===== src/rtl/sstv_pkg.sv =====
// Shared constants and slot-state encoding for the SSTV bitmap RAM arbiter.
package sstv_pkg;

  localparam int SSTV_COLS   = 160;
  localparam int SSTV_ROWS   = 120;
  localparam int SSTV_PIXELS = SSTV_COLS * SSTV_ROWS;

  typedef enum logic [1:0] {
    SLOT_IDLE = 2'd0,
    SLOT_TX   = 2'd1,
    SLOT_WR   = 2'd2,
    SLOT_RD   = 2'd3
  } slot_e;

endpackage


===== src/rtl/sstv_starve_cnt.sv =====
// Saturating blocked-cycle counter; hit pulses on the cycle
// that makes the LIMIT-th consecutive blocked cycle.
module sstv_starve_cnt #(
  parameter int LIMIT = 1024
) (
  input  logic clk,
  input  logic reset_n,
  input  logic blocked,
  output logic hit
);

  localparam int CW = $clog2(LIMIT + 1);
  localparam logic [CW-1:0] MAX = CW'(LIMIT);

  logic [CW-1:0] cnt;

  assign hit = blocked && (cnt == MAX - 1'b1);

  always_ff @(posedge clk or negedge reset_n) begin
    if (!reset_n) begin
      cnt <= '0;
    end else if (!blocked) begin
      cnt <= '0;
    end else if (cnt != MAX) begin
      cnt <= cnt + 1'b1;
    end
  end

endmodule


===== src/rtl/sstv_bitmap_arb.sv =====
// Single-port 1-bit bitmap RAM arbiter: T priority, W/R round-robin.
// Optional SSTV_ARB_CYCLE_STEAL_EN: repeat T addresses yield the slot.
module sstv_bitmap_arb
  import sstv_pkg::*;
#(
  parameter int ADDR_W       = 15,
  parameter int BITMAP_DEPTH = SSTV_PIXELS,
  parameter int STARVE_LIMIT = 1024
) (
  input  logic              clk,
  input  logic              reset_n,
  input  logic              tx_active,
  input  logic [ADDR_W-1:0] tx_addr,
  output logic              tx_data,
  input  logic              wr_req,
  input  logic [ADDR_W-1:0] wr_addr,
  input  logic              wr_data,
  output logic              wr_gnt,
  input  logic              rd_req,
  input  logic [ADDR_W-1:0] rd_addr,
  output logic              rd_gnt,
  output logic              rd_valid,
  output logic              rd_data,
  output logic              mem_en,
  output logic              mem_we,
  output logic [ADDR_W-1:0] mem_addr,
  output logic              mem_wdata,
  input  logic              mem_rdata,
  output logic              addr_err,
  output logic              starve
);

  slot_e state, state_nx;
  logic  rr_last_rd;
  logic  slot_oor_q, slot_oor_nx;
  logic  tx_ok, wr_ok, rd_ok;
  logic  tx_own, pick_w, steal;
  logic  rd_hold;
  logic  wr_hit, rd_hit;

  assign tx_ok = 32'(tx_addr) < BITMAP_DEPTH;
  assign wr_ok = 32'(wr_addr) < BITMAP_DEPTH;
  assign rd_ok = 32'(rd_addr) < BITMAP_DEPTH;

`ifdef SSTV_ARB_CYCLE_STEAL_EN
  logic [ADDR_W-1:0] last_tx_addr;
  logic              stolen_q;

  // Pixel already captured (or still in flight) for this address.
  assign steal = tx_active && (tx_addr == last_tx_addr) &&
                 (state == SLOT_TX || stolen_q);

  always_ff @(posedge clk or negedge reset_n) begin
    if (!reset_n) begin
      last_tx_addr <= '0;
      stolen_q     <= 1'b0;
    end else begin
      stolen_q <= steal;
      if (tx_own) last_tx_addr <= tx_addr;
    end
  end
`else
  assign steal = 1'b0;
`endif

  assign tx_own = reset_n & tx_active & ~steal;
  assign pick_w = wr_req & (~rd_req | rr_last_rd);
  assign wr_gnt = reset_n & ~tx_own & pick_w;
  assign rd_gnt = reset_n & ~tx_own & rd_req & ~pick_w;

  always_comb begin
    mem_en      = 1'b0;
    mem_we      = 1'b0;
    mem_addr    = '0;
    mem_wdata   = 1'b0;
    state_nx    = SLOT_IDLE;
    slot_oor_nx = 1'b0;
    unique case (1'b1)
      tx_own: begin
        mem_en      = tx_ok;
        mem_addr    = tx_addr;
        state_nx    = SLOT_TX;
        slot_oor_nx = ~tx_ok;
      end
      wr_gnt: begin
        mem_en      = wr_ok;
        mem_we      = wr_ok;
        mem_addr    = wr_addr;
        mem_wdata   = wr_data;
        state_nx    = SLOT_WR;
        slot_oor_nx = ~wr_ok;
      end
      rd_gnt: begin
        mem_en      = rd_ok;
        mem_addr    = rd_addr;
        state_nx    = SLOT_RD;
        slot_oor_nx = ~rd_ok;
      end
      default: ;
    endcase
  end

  always_ff @(posedge clk or negedge reset_n) begin
    if (!reset_n) state <= SLOT_IDLE;
    else          state <= state_nx;
  end

  assign rd_valid = (state == SLOT_RD);
  assign rd_data  = rd_valid ? (mem_rdata & ~slot_oor_q) : rd_hold;

  always_ff @(posedge clk or negedge reset_n) begin
    if (!reset_n) begin
      rr_last_rd <= 1'b1;
      slot_oor_q <= 1'b0;
      tx_data    <= 1'b0;
      rd_hold    <= 1'b0;
      addr_err   <= 1'b0;
      starve     <= 1'b0;
    end else begin
      slot_oor_q <= slot_oor_nx;
      rd_hold    <= rd_data;
      if (wr_gnt)      rr_last_rd <= 1'b0;
      else if (rd_gnt) rr_last_rd <= 1'b1;
      if (state == SLOT_TX) tx_data <= mem_rdata & ~slot_oor_q;
      if (slot_oor_nx)      addr_err <= 1'b1;
      if (wr_hit | rd_hit)  starve <= 1'b1;
    end
  end

  sstv_starve_cnt #(
    .LIMIT(STARVE_LIMIT)
  ) u_wr_starve (
    .clk     (clk),
    .reset_n (reset_n),
    .blocked (wr_req & ~wr_gnt),
    .hit     (wr_hit)
  );

  sstv_starve_cnt #(
    .LIMIT(STARVE_LIMIT)
  ) u_rd_starve (
    .clk     (clk),
    .reset_n (reset_n),
    .blocked (rd_req & ~rd_gnt),
    .hit     (rd_hit)
  );

endmodule

===== config.mk =====
export PLATFORM = sky130hd
export DESIGN_NAME = sstv_bitmap_arb
export DESIGN_NICKNAME = d
export VERILOG_FILES = /design/src/rtl/sstv_pkg.sv /design/src/rtl/sstv_starve_cnt.sv /design/src/rtl/sstv_bitmap_arb.sv
export SDC_FILE = /design/constraint.sdc
export NUM_CORES = 1
export LEC_CHECK = 0
export BUFFER_PORTS_ARGS = -buffer_cell sky130_fd_sc_hd__buf_2
export CAP_MARGIN = 20
export CORE_MARGIN = 4
export CORE_UTILIZATION = 30
export DETAILED_ROUTE_END_ITERATION = 8
export GPL_TIMING_DRIVEN = 1
export PLACE_DENSITY = 0.64
export SLEW_MARGIN = 5
export SYNTH_ARGS = -nofsm -noshare
export SYNTH_HDL_FRONTEND = slang
export SYNTH_HIERARCHICAL = 1
export SYNTH_SLANG_ARGS = --single-unit
export TNS_END_PERCENT = 30

===== constraint.sdc =====
create_clock -name clk -period 2.69 [get_ports clk]
set_clock_uncertainty 0.2 [all_clocks]
set_input_delay 0.269 -clock clk [delete_from_list [all_inputs] [get_ports clk]]
set_output_delay 0.269 -clock clk [all_outputs]
set_load 0.01 [all_outputs]

==> summary.txt, run 1 <==
=================================================================================
Run status ......................................................... finished, final reports clean
Share of the synthesized netlist area taken by xor and xnor gates ..        1.83%
Post-CTS setup buffer count ........................................            0
Combined area of the multi-input logic cells .......................     1030 um2
Area growth from synthesis to final layout .........................        30.3%
Post-Place Worst Slack .............................................     0.673 ns
Count of cell types in the netlist .................................           46
Setup slack on the worst flop-to-flop path .........................      0.71 ns
Critical Setup Path Class .......................................... input port to output port
Category of the worst setup path capture point .....................  output port
Power density normalized to cell area ..............................   441 nW/um2
Net Sw Power .......................................................       314 uW
Internal portion of total power ....................................       789 uW
Sequential share of power ..........................................        45.2%
Main combinational cell family by area after synthesis ............. simple AND/OR/NAND/NOR gates
Number of nets in the finished design ..............................          345
Post-synthesis sequential area ratio ...............................        39.2%
Worst endpoint data arrival time ...................................      2.05 ns
Fill count .........................................................          620
Number of synthesized register bits ................................           30
Sink count of the clock tree .......................................           30
Overall die height .................................................      88.0 um
Met2 global-route usage ............................................        25.7%
# setup viols final ................................................            0
Cell count after synthesis .........................................          206
Simple logic cell fraction of the synthesized area .................        24.9%
Final Cycle Share ..................................................        93.8%
Post-Synth Adder-Cell Area .........................................        2.61%
Count of antenna diodes in the layout ..............................            0
GR Layer Usage met1 ................................................        19.1%
Total nets after synthesis .........................................          262
Wire length of the first global-routing pass .......................      9320 um
Fin. max-slew vios .................................................            0
Origin of the critical flop-to-flop path ...........................   rr_last_rd
Worst ir drop on vdd ...............................................   0.000171 V
Setup repair after global routing missed its margin ................           no
Critical R2R Capture ...............................................       starve
Pin count of the biggest net entering global routing ...............           30
Initial antenna violation count ....................................            0
Compound-gate portion of the synthesized area ......................        20.9%
Area of the die ....................................................     7740 um2
Syn. warnings ......................................................            6
Capturing instance or port of the critical path ....................  mem_addr[5]
Gpl congestion .....................................................        0.790
Global Route met3 Usage ............................................        2.92%
Vias in the first global route .....................................         2034
DRC violation count after routing ..................................            0
Core Box Area ......................................................     6060 um2
Portion of netlist area occupied by mux cells ......................        3.26%
Vias after detailed routing ........................................         1968
CTS tree ...........................................................         done
Most used flip-flop cell after synthesis ...........................      dfrtp_1
Critical path launch point .........................................      reset_n
Chip Width .........................................................      88.0 um
Cell leakage power .................................................      1.26 nW
Fraction of power spent switching nets .............................        28.4%
Achievable clock frequency .........................................      396 MHz
Largest driver fanout on the critical path .........................           19
Overall Global Routing Usage .......................................        15.2%
I/O Buffers ........................................................           76
Final sum of negative setup slack ..................................         0 ns
Class of the tightest hold or removal check ........................ input port to flip-flop
Commonest non-fill, non-tap cell in the layout .....................        buf_2
Clock root buffer master ...........................................     clkbuf_8
Maximum root-to-sink buffer count ..................................            2
EDFF count, synth ..................................................            0
Clock period minus final worst setup slack .........................      2.52 ns
Routed WL ..........................................................      5330 um
Estimated wirelength of the detail-placed design ...................      4210 um
Required @ worst endpoint ..........................................      2.22 ns
Routed wire per std cell ...........................................      14.6 um
Slew at the pin closest to its max-slew limit ......................     0.636 ns
Clock Latency Late Sink ............................................      0.28 ns
1st-pass router iterations .........................................            8
Number of rows in the core area ....................................           28
Final global-route overflow total ..................................            0
Per-cell via count in the routed design ............................         5.39
Gate power share ...................................................        20.3%
Synth async-reset ratio ............................................         100%
Number of H-tree branching levels ..................................            2
Number of ports placed on the die boundary .........................           77
Highest-count cells in the layout ignoring fill and taps ........... buf_2 (75), dfrtp_1 (29), inv_1 (26)
Total area of sequential cells .....................................      752 um2
Clock slew seen by the registers of the worst setup and hold paths .      0.06 ns
Netlist area before placement ......................................     1920 um2
Max-cap check violation count ......................................            0
Mean instance size in the synthesized netlist ......................     9.31 um2
Hold violation total from the final report .........................            0
Clk network pwr share ..............................................        34.5%
Count of nets left with antenna violations after detail routing ....            0
Final Worst Setup Slack ............................................     0.167 ns
Worst relative slew slack ..........................................        57.6%
Type of element launching the critical path ........................   input port
Share of cells above drive strength 1 ..............................        34.5%
Cell depth of the worst flop-to-flop path ..........................            7
DR iter-0 viols ....................................................          172
Total clock buffers created by CTS .................................            5
Layer with the highest usage .......................................         met2
Starting utilization of the core area ..............................        31.6%
=================================================================================
timing repair:
action	CTS	global route
resized for setup	0	1
setup endpoints to repair	0	4
hold buffers	1	0
hold endpoints to repair	30	0
final cells by class:
cell class	instances	area share (%)
well taps	75	3.75
clock buffers	6	3.30
multi-input cells	144	41.1
clock inverters	2	0.501
flip-flops and latches	30	30.1
repair buffers	82	17.4
inverters	26	3.90
power groups by stage:
stage          clock, mW  sequential, mW  combinational (mW)
2_1_floorplan          0           0.503               0.115
5_1_grt            0.425           0.501               0.254
3_5_place_dp           0           0.507               0.225
6_report           0.381           0.498               0.224
3_3_place_gp           0           0.506               0.222
4_1_cts            0.399           0.498               0.228
cells in the mapped netlist, types with 2 or more instances:
cell type  instances  area, um2
or3_1              3       18.8
nand2_1           18       67.6
nor3_1             2       10.0
and2_1             3       18.8
o21ai_0            6       30.0
dfrtp_1           29        726
nand4_1            2       12.5
or2_1              2       12.5
nand3_1           11       55.1
nor4b_1            2       17.5
and3_1             3       18.8
nor2b_1            4       25.0
xor2_1             4       35.0
o311ai_0           2       17.5
nor4_1             2       12.5
nor2_1             4       15.0
and4b_1            2       20.0
mux2i_1            4       40.0
ha_1               4       50.1
and4_2             2       20.0
and3b_1            2       17.5
mux2_2             2       22.5
a211o_1            2       17.5
o22ai_1            2       12.5
nand4_4            2       42.5
or3_2              2       15.0
buf_2              3       15.0
a222oi_1          14        140
o211ai_1           2       15.0
or4_1              6       45.0
inv_1             26       97.6
o31ai_1            8       60.1
nand2b_1           3       18.8
buf_6              2       22.5
a21oi_1           10       50.1
through the flow:
stage          cells  cell area (um2)  hold WS, ns  utilization [%]  power [mW]
5_1_grt          365             2500       0.0734             41.2        1.18
3_3_place_gp     357             2400       0.0500             39.5       0.727
6_report         365             2500       0.0728             41.2        1.10
2_1_floorplan    206             1920       -0.227                -       0.618
4_1_cts          366             2500       0.0623             41.3        1.12
3_5_place_dp     357             2400       0.0602             39.5       0.732
registers in the layout, indices dropped and copies added (netlist names):
signal / flops
rr_last_rd: 1
addr_err: 1
u_wr_starve/cnt: 11
rd_hold: 1
u_rd_starve/cnt: 11
state: 2
starve: 1
slot_oor_q: 1
tx_data: 1
routing by layer:
metal  routed length (um)  vias to the layer above
li1                     -                      942
met4                   82                        0
met5                    0                        -
met1                 2220                      932
met3                  434                        6
met2                 2600                       88
critical path, stage by stage:
cell and delay, ns:
dlygate4sd3_1 0.63, and3b_1 0.23, and2_1 0.18, buf_6 0.16
a222oi_1 0.36, inv_1 0.07, buf_2 0.14
how the worst min path moves through the flow:
stage / start / to / depth (start not counted)
3_3_place_gp: reset_n / rr_last_rd / 1
3_5_place_dp: reset_n / rr_last_rd / 1
4_1_cts: tx_active / rr_last_rd / 2
2_1_floorplan: reset_n / addr_err / 0
6_report: tx_active / rr_last_rd / 2
5_1_grt: tx_active / rr_last_rd / 2
cells by family (layout without fill, tap and decap cells):
group | Yosys count | after routing
AND/OR/NAND/NOR | 77 | 77
AO/OA/AOI/OAI | 53 | 53
buffers and inverters | 32 | 116
flip-flops | 30 | 30
multiplexers | 6 | 6
adder cells (fa/ha/maj) | 4 | 4
XOR/XNOR | 4 | 4
(Power assumes the default switching activity.)
==> run 2: changes to the inputs <==
REMOVE_ABC_BUFFERS = 1   (was unset)
==> summary.txt, run 2 (synthesis results as in run 1) <==
=================================================================================
Chip Width .........................................................      88.0 um   unchanged
# setup viols final ................................................            0   unchanged
Post-CTS Hold Buffers ..............................................            1   unchanged
Initial antenna violation count ....................................            0   unchanged
Maximum root-to-sink buffer count ..................................            2   unchanged
I/O Buffers ........................................................           76   unchanged
Overall Global Routing Usage .......................................        14.4%   -0.75 points
Clock Latency Late Sink ............................................      0.28 ns   about the same
Fill count .........................................................          608   -1.9%
Achievable clock frequency .........................................      412 MHz   +3.9%
Regs by FF count ................................................... u_rd_starve/cnt: 11 flops, u_wr_starve/cnt: 11 flops, state: 2 flops
Largest driver fanout on the critical path .........................           12   -7
Number of nets in the finished design ..............................          345   unchanged
Commonest non-fill, non-tap cell in the layout .....................        buf_2
Core Box Area ......................................................     6060 um2   unchanged
Type of element launching the critical path ........................    flip-flop
Sink count of the clock tree .......................................           30   unchanged
Category of the worst setup path capture point .....................  output port
Fraction of power spent switching nets .............................        26.4%   -2.0 points
Area growth from synthesis to final layout .........................        30.7%
Vias after detailed routing ........................................         1974   +0.30%
Total clock buffers created by CTS .................................            5   unchanged
Setup repair after global routing missed its margin ................           no
Sequential share of power ..........................................        42.8%   -2.4 points
Wire length of the first global-routing pass .......................      8730 um   -6.4%
DR iter-0 viols ....................................................          148   -14%
Depth of the worst hold-timing path ................................            2   unchanged
Gate power share ...................................................        19.2%   -1.1 points
DRC violation count after routing ..................................            0   unchanged
Routed wire per std cell ...........................................      14.4 um   -1.7%
Number of ports placed on the die boundary .........................           77   unchanged
Power density normalized to cell area ..............................   463 nW/um2   +5.0%
Highest-count cells in the layout ignoring fill and taps ........... buf_2 (76), dfrtp_1 (29), inv_1 (26)
Internal portion of total power ....................................       854 uW   +8.3%
Worst relative slew slack ..........................................        59.4%   +1.8 points
Worst ir drop on vdd ...............................................   0.000231 V   +34%
CTS tree ...........................................................         done
PostCTS Resize Cnt .................................................            0   unchanged
Area of the die ....................................................     7740 um2   unchanged
Share of cells above drive strength 1 ..............................        34.5%   unchanged
Cell depth of the worst flop-to-flop path ..........................            6   -1
Vias in the first global route .....................................         1892   -7.0%
Gpl congestion .....................................................        0.895   +13%
Overall die height .................................................      88.0 um   unchanged
Worst endpoint data arrival time ...................................      1.96 ns   -0.09 ns
Run status ......................................................... finished, final reports clean
Final Cycle Share ..................................................        90.3%   -3.5 points
Estimated wirelength of the detail-placed design ...................      4130 um   -2.0%
Starting utilization of the core area ..............................        31.6%   unchanged
Number of H-tree branching levels ..................................            2   unchanged
Class of the tightest hold or removal check ........................ input port to flip-flop
Clock slew seen by the registers of the worst setup and hold paths .      0.06 ns   about the same
Number of rows in the core area ....................................           28   unchanged
Fin. max-slew vios .................................................            0   unchanged
Routed WL ..........................................................      5240 um   -1.7%
Final global-route overflow total ..................................            0   unchanged
Final sum of negative setup slack ..................................         0 ns   unchanged
Count of nets left with antenna violations after detail routing ....            0   unchanged
Critical Setup Path Class .......................................... flip-flop to output port
Clock root buffer master ...........................................     clkbuf_8
Max-cap check violation count ......................................            0   unchanged
Slew at the pin closest to its max-slew limit ......................     0.609 ns   -0.0268 ns
Clock period minus final worst setup slack .........................      2.43 ns   -0.0943 ns
Worst hold slack across all endpoints ..............................    0.0884 ns   +0.0156 ns
Hold violation total from the final report .........................            0   unchanged
Count of antenna diodes in the layout ..............................            0   unchanged
Per-cell via count in the routed design ............................         5.41   +0.30%
Setup slack on the worst flop-to-flop path .........................      0.55 ns   -0.16 ns
Post-CTS setup buffer count ........................................            0   unchanged
Required @ worst endpoint ..........................................      2.22 ns   about the same
Pin count of the biggest net entering global routing ...............           30   unchanged
1st-pass router iterations .........................................            6   -2
Clk network pwr share ..............................................        38.0%   +3.5 points
Cell leakage power .................................................      1.27 nW   +0.69%
Net Sw Power .......................................................       307 uW   -2.2%
=================================================================================
[run 2: cell count changes in the layout (fill, tap and decap cells not counted)]
cell	before	now
buf_2	75	76
buf_6	1	0
bufinv_16	0	1
clkbuf_8	6	5
clkinv_2	1	2
clkinvlp_4	1	0
[run 2: final timing paths]
check	from	end
min	tx_active	rr_last_rd
max	rr_last_rd	mem_addr[10]
min reg2reg	addr_err	addr_err
min in group asynchronous	reset_n	rr_last_rd
max reg2reg	rr_last_rd	u_rd_starve/cnt[2]
max in group asynchronous	reset_n	u_wr_starve/cnt[7]
[run 2: through the flow]
step	total power, mW	setup WS (ns)	utilization, %	instance area [um2]	std cells
after CTS	1.18	0.225	41.4	2510	365
after global placement	0.725	0.527	39.4	2390	356
after floorplan	0.613	0.378	-	1880	200
after detailed placement	0.729	0.486	39.4	2390	356
final	1.16	0.261	41.4	2510	365
after global routing	1.23	0.0904	41.4	2510	365
[run 2: area by class of cell]
class / instances / area, um2 / area share, %
inverter: 26 / 97.6 / 3.89
clock buffer: 5 / 68.8 / 2.74
timing repair buffer: 82 / 428 / 17.1
clock inverter: 3 / 40.0 / 1.60
multi-input combinational: 144 / 1030 / 41.0
sequential: 30 / 752 / 30.0
tap: 75 / 93.8 / 3.74
[run 2: power groups by stage]
stage	combinational [mW]	clock (mW)	sequential (mW)
finish	0.222	0.441	0.497
detailed placement	0.224	0	0.505
global route	0.251	0.479	0.500
floorplan	0.110	0	0.503
global placement	0.221	0	0.504
CTS	0.226	0.456	0.497
[run 2: worst max-delay path: stages (launching register included)]
cell,delay [ns]
dfstp_2,0.54
nand2_1,0.07
and2_1,0.26
buf_4,0.22
a222oi_1,0.37
inv_1,0.08
buf_2,0.14
[run 2: metal layers]
layer  routed length (um)  global-route usage (%)
met3                  422                    4.23
met4                  202                    7.81
met2                 2440                    22.2
met1                 2180                    18.2
met5                    0                       0
==> run 3: changes to the inputs <==
RECOVER_POWER = 25   (was unset)
clock period = 2.4 ns   (was 2.69 ns; I/O delays follow)
==> summary.txt, run 3 (synthesis results as in run 1) <==
=================================================================================
Estimated wirelength of the detail-placed design ...................      4260 um   +3.1%
Final Cycle Share ..................................................        94.3%
Final sum of negative setup slack ..................................         0 ns   unchanged
Worst ir drop on vdd ...............................................   0.000328 V   +42%
# setup viols final ................................................            0   unchanged
Number of H-tree branching levels ..................................            2   unchanged
Initial antenna violation count ....................................            0   unchanged
Worst hold slack across all endpoints ..............................    0.0396 ns   -0.0487 ns
Standard cell area after detailed placement ........................     2420 um2   +1.3%
DRC violation count after routing ..................................            0   unchanged
Final Util .........................................................        42.5%   +1.2 points
Slew at the pin closest to its max-slew limit ......................     0.965 ns   +0.356 ns
Post-Place Worst Slack .............................................     0.248 ns   -0.238 ns
Cell depth of the worst flop-to-flop path ..........................            7   +1
Highest-count cells in the layout ignoring fill and taps ........... buf_2 (75), dfrtp_1 (29), inv_1 (26)
Worst endpoint data arrival time ...................................      1.82 ns   -0.14 ns
Area growth from synthesis to final layout .........................        34.4%
Power density normalized to cell area ..............................   561 nW/um2   +21%
Regs by FF count ................................................... u_rd_starve/cnt: 11 flops, u_wr_starve/cnt: 11 flops, state: 2 flops
Vias after detailed routing ........................................         1984   +0.51%
Per-cell via count in the routed design ............................         5.36   -0.85%
DR iter-0 viols ....................................................          123   -17%
Chip Width .........................................................      88.0 um   unchanged
Count of antenna diodes in the layout ..............................            0   unchanged
Category of the worst setup path capture point .....................  output port
Sink count of the clock tree .......................................           30   unchanged
Gpl congestion .....................................................         1.01   +12%
Area of the die ....................................................     7740 um2   unchanged
Largest driver fanout on the critical path .........................           12   unchanged
Number of ports placed on the die boundary .........................           77   unchanged
Finished Cell Area .................................................     2580 um2   +2.8%
I/O Buffers ........................................................           76   unchanged
Vias in the first global route .....................................         2006   +6.0%
Max-cap check violation count ......................................            0   unchanged
Core Box Area ......................................................     6060 um2   unchanged
Class of the tightest hold or removal check ........................ input port to flip-flop
Fin. max-slew vios .................................................            0   unchanged
Number of nets in the finished design ..............................          350   +1.4%
Total chip power ...................................................      1.45 mW   +25%
Wire length of the first global-routing pass .......................      9170 um   +5.1%
Post-CTS setup buffer count ........................................            0   unchanged
Commonest non-fill, non-tap cell in the layout .....................        buf_2
CTS tree ...........................................................         done
Starting utilization of the core area ..............................        31.6%   unchanged
Final Worst Setup Slack ............................................     0.138 ns   -0.124 ns
Setup repair after global routing missed its margin ................           no
Worst relative slew slack ..........................................        35.7%   -24 points
Clock slew seen by the registers of the worst setup and hold paths .      0.06 ns   about the same
Overall Global Routing Usage .......................................        15.2%   +0.73 points
1st-pass router iterations .........................................            5   -1
Non-Filler Instances ...............................................          370   +1.4%
Achievable clock frequency .........................................      442 MHz
Placed instance count ..............................................          360   +1.1%
Share of cells above drive strength 1 ..............................        34.9%   +0.43 points
Clock root buffer master ...........................................     clkbuf_8
Depth of the worst hold-timing path ................................            2   unchanged
Total clock buffers created by CTS .................................            5   unchanged
Clock Latency Late Sink ............................................      0.28 ns   about the same
Clock period minus final worst setup slack .........................      2.26 ns
Pin count of the biggest net entering global routing ...............           19   -37%
Required @ worst endpoint ..........................................      1.96 ns   -0.26 ns
Type of element launching the critical path ........................    flip-flop
Maximum root-to-sink buffer count ..................................            2   unchanged
Hold violation total from the final report .........................            0   unchanged
Critical Setup Path Class .......................................... flip-flop to output port
Routed WL ..........................................................      5420 um   +3.4%
Overall die height .................................................      88.0 um   unchanged
Number of rows in the core area ....................................           28   unchanged
Count of nets left with antenna violations after detail routing ....            0   unchanged
Cell leakage power .................................................      1.30 nW   +2.5%
Routed wire per std cell ...........................................      14.6 um   +2.0%
Run status ......................................................... finished, final reports clean
Final global-route overflow total ..................................            0   unchanged
=================================================================================
==> run 3: per-layer routing <==
| metal | vias up | part of all wire, % | track usage [%] |
|---|---|---|---|
| li1 | 953 | - | - |
| met1 | 918 | 41 | 18.6 |
| met2 | 95 | 48 | 24.3 |
| met3 | 18 | 7.2 | 4.05 |
| met4 | 0 | 3.8 | 7.95 |
| met5 | - | 0 | 0 |
==> run 3: worst paths after layout <==
kind / from / slack, ns / endpoint
worst max-delay path: rr_last_rd / 0.14 / mem_addr[1]
worst min-delay path: tx_active / 0.04 / rr_last_rd
worst max register to register: rr_last_rd / 0.37 / starve
worst min register to register: addr_err / 0.28 / addr_err
max in group asynchronous: reset_n / 0.59 / u_wr_starve/cnt[10]
min in group asynchronous: reset_n / 0.49 / rr_last_rd
==> run 3: timing repair <==
item | CTS | global route
hold buffers | 2 | 0
pin swaps | 1 | 0
setup endpoints to repair | 1 | 3
resized for setup | 1 | 1
endpoints found under the hold margin | 30 | 0
==> run 3: report_power, final <==
part | leakage (nW) | total [mW] | internal [mW] | switching, mW
logic | 0.833 | 0.258 | 0.122 | 0.136
registers | 0.396 | 0.557 | 0.536 | 0.0209
clock network | 0.0714 | 0.633 | 0.443 | 0.190
==> run 3: critical path, cell delays in order, from the launching register on <==
cell	delay, ns
dfstp_2	0.54
nand2_1	0.08
and2_4	0.19
a222oi_1	0.49
inv_1	0.09
buf_2	0.15
==> run 3: cell type report <==
type	instances	area (um2)
Inverter	26	97.6
Sequential cell	30	752
Tap cell	75	93.8
Multi-Input combinational cell	144	1030
Clock inverter	2	60.1
Clock buffer	6	82.6
Timing Repair Buffer	87	463
Fill cell	622	3480
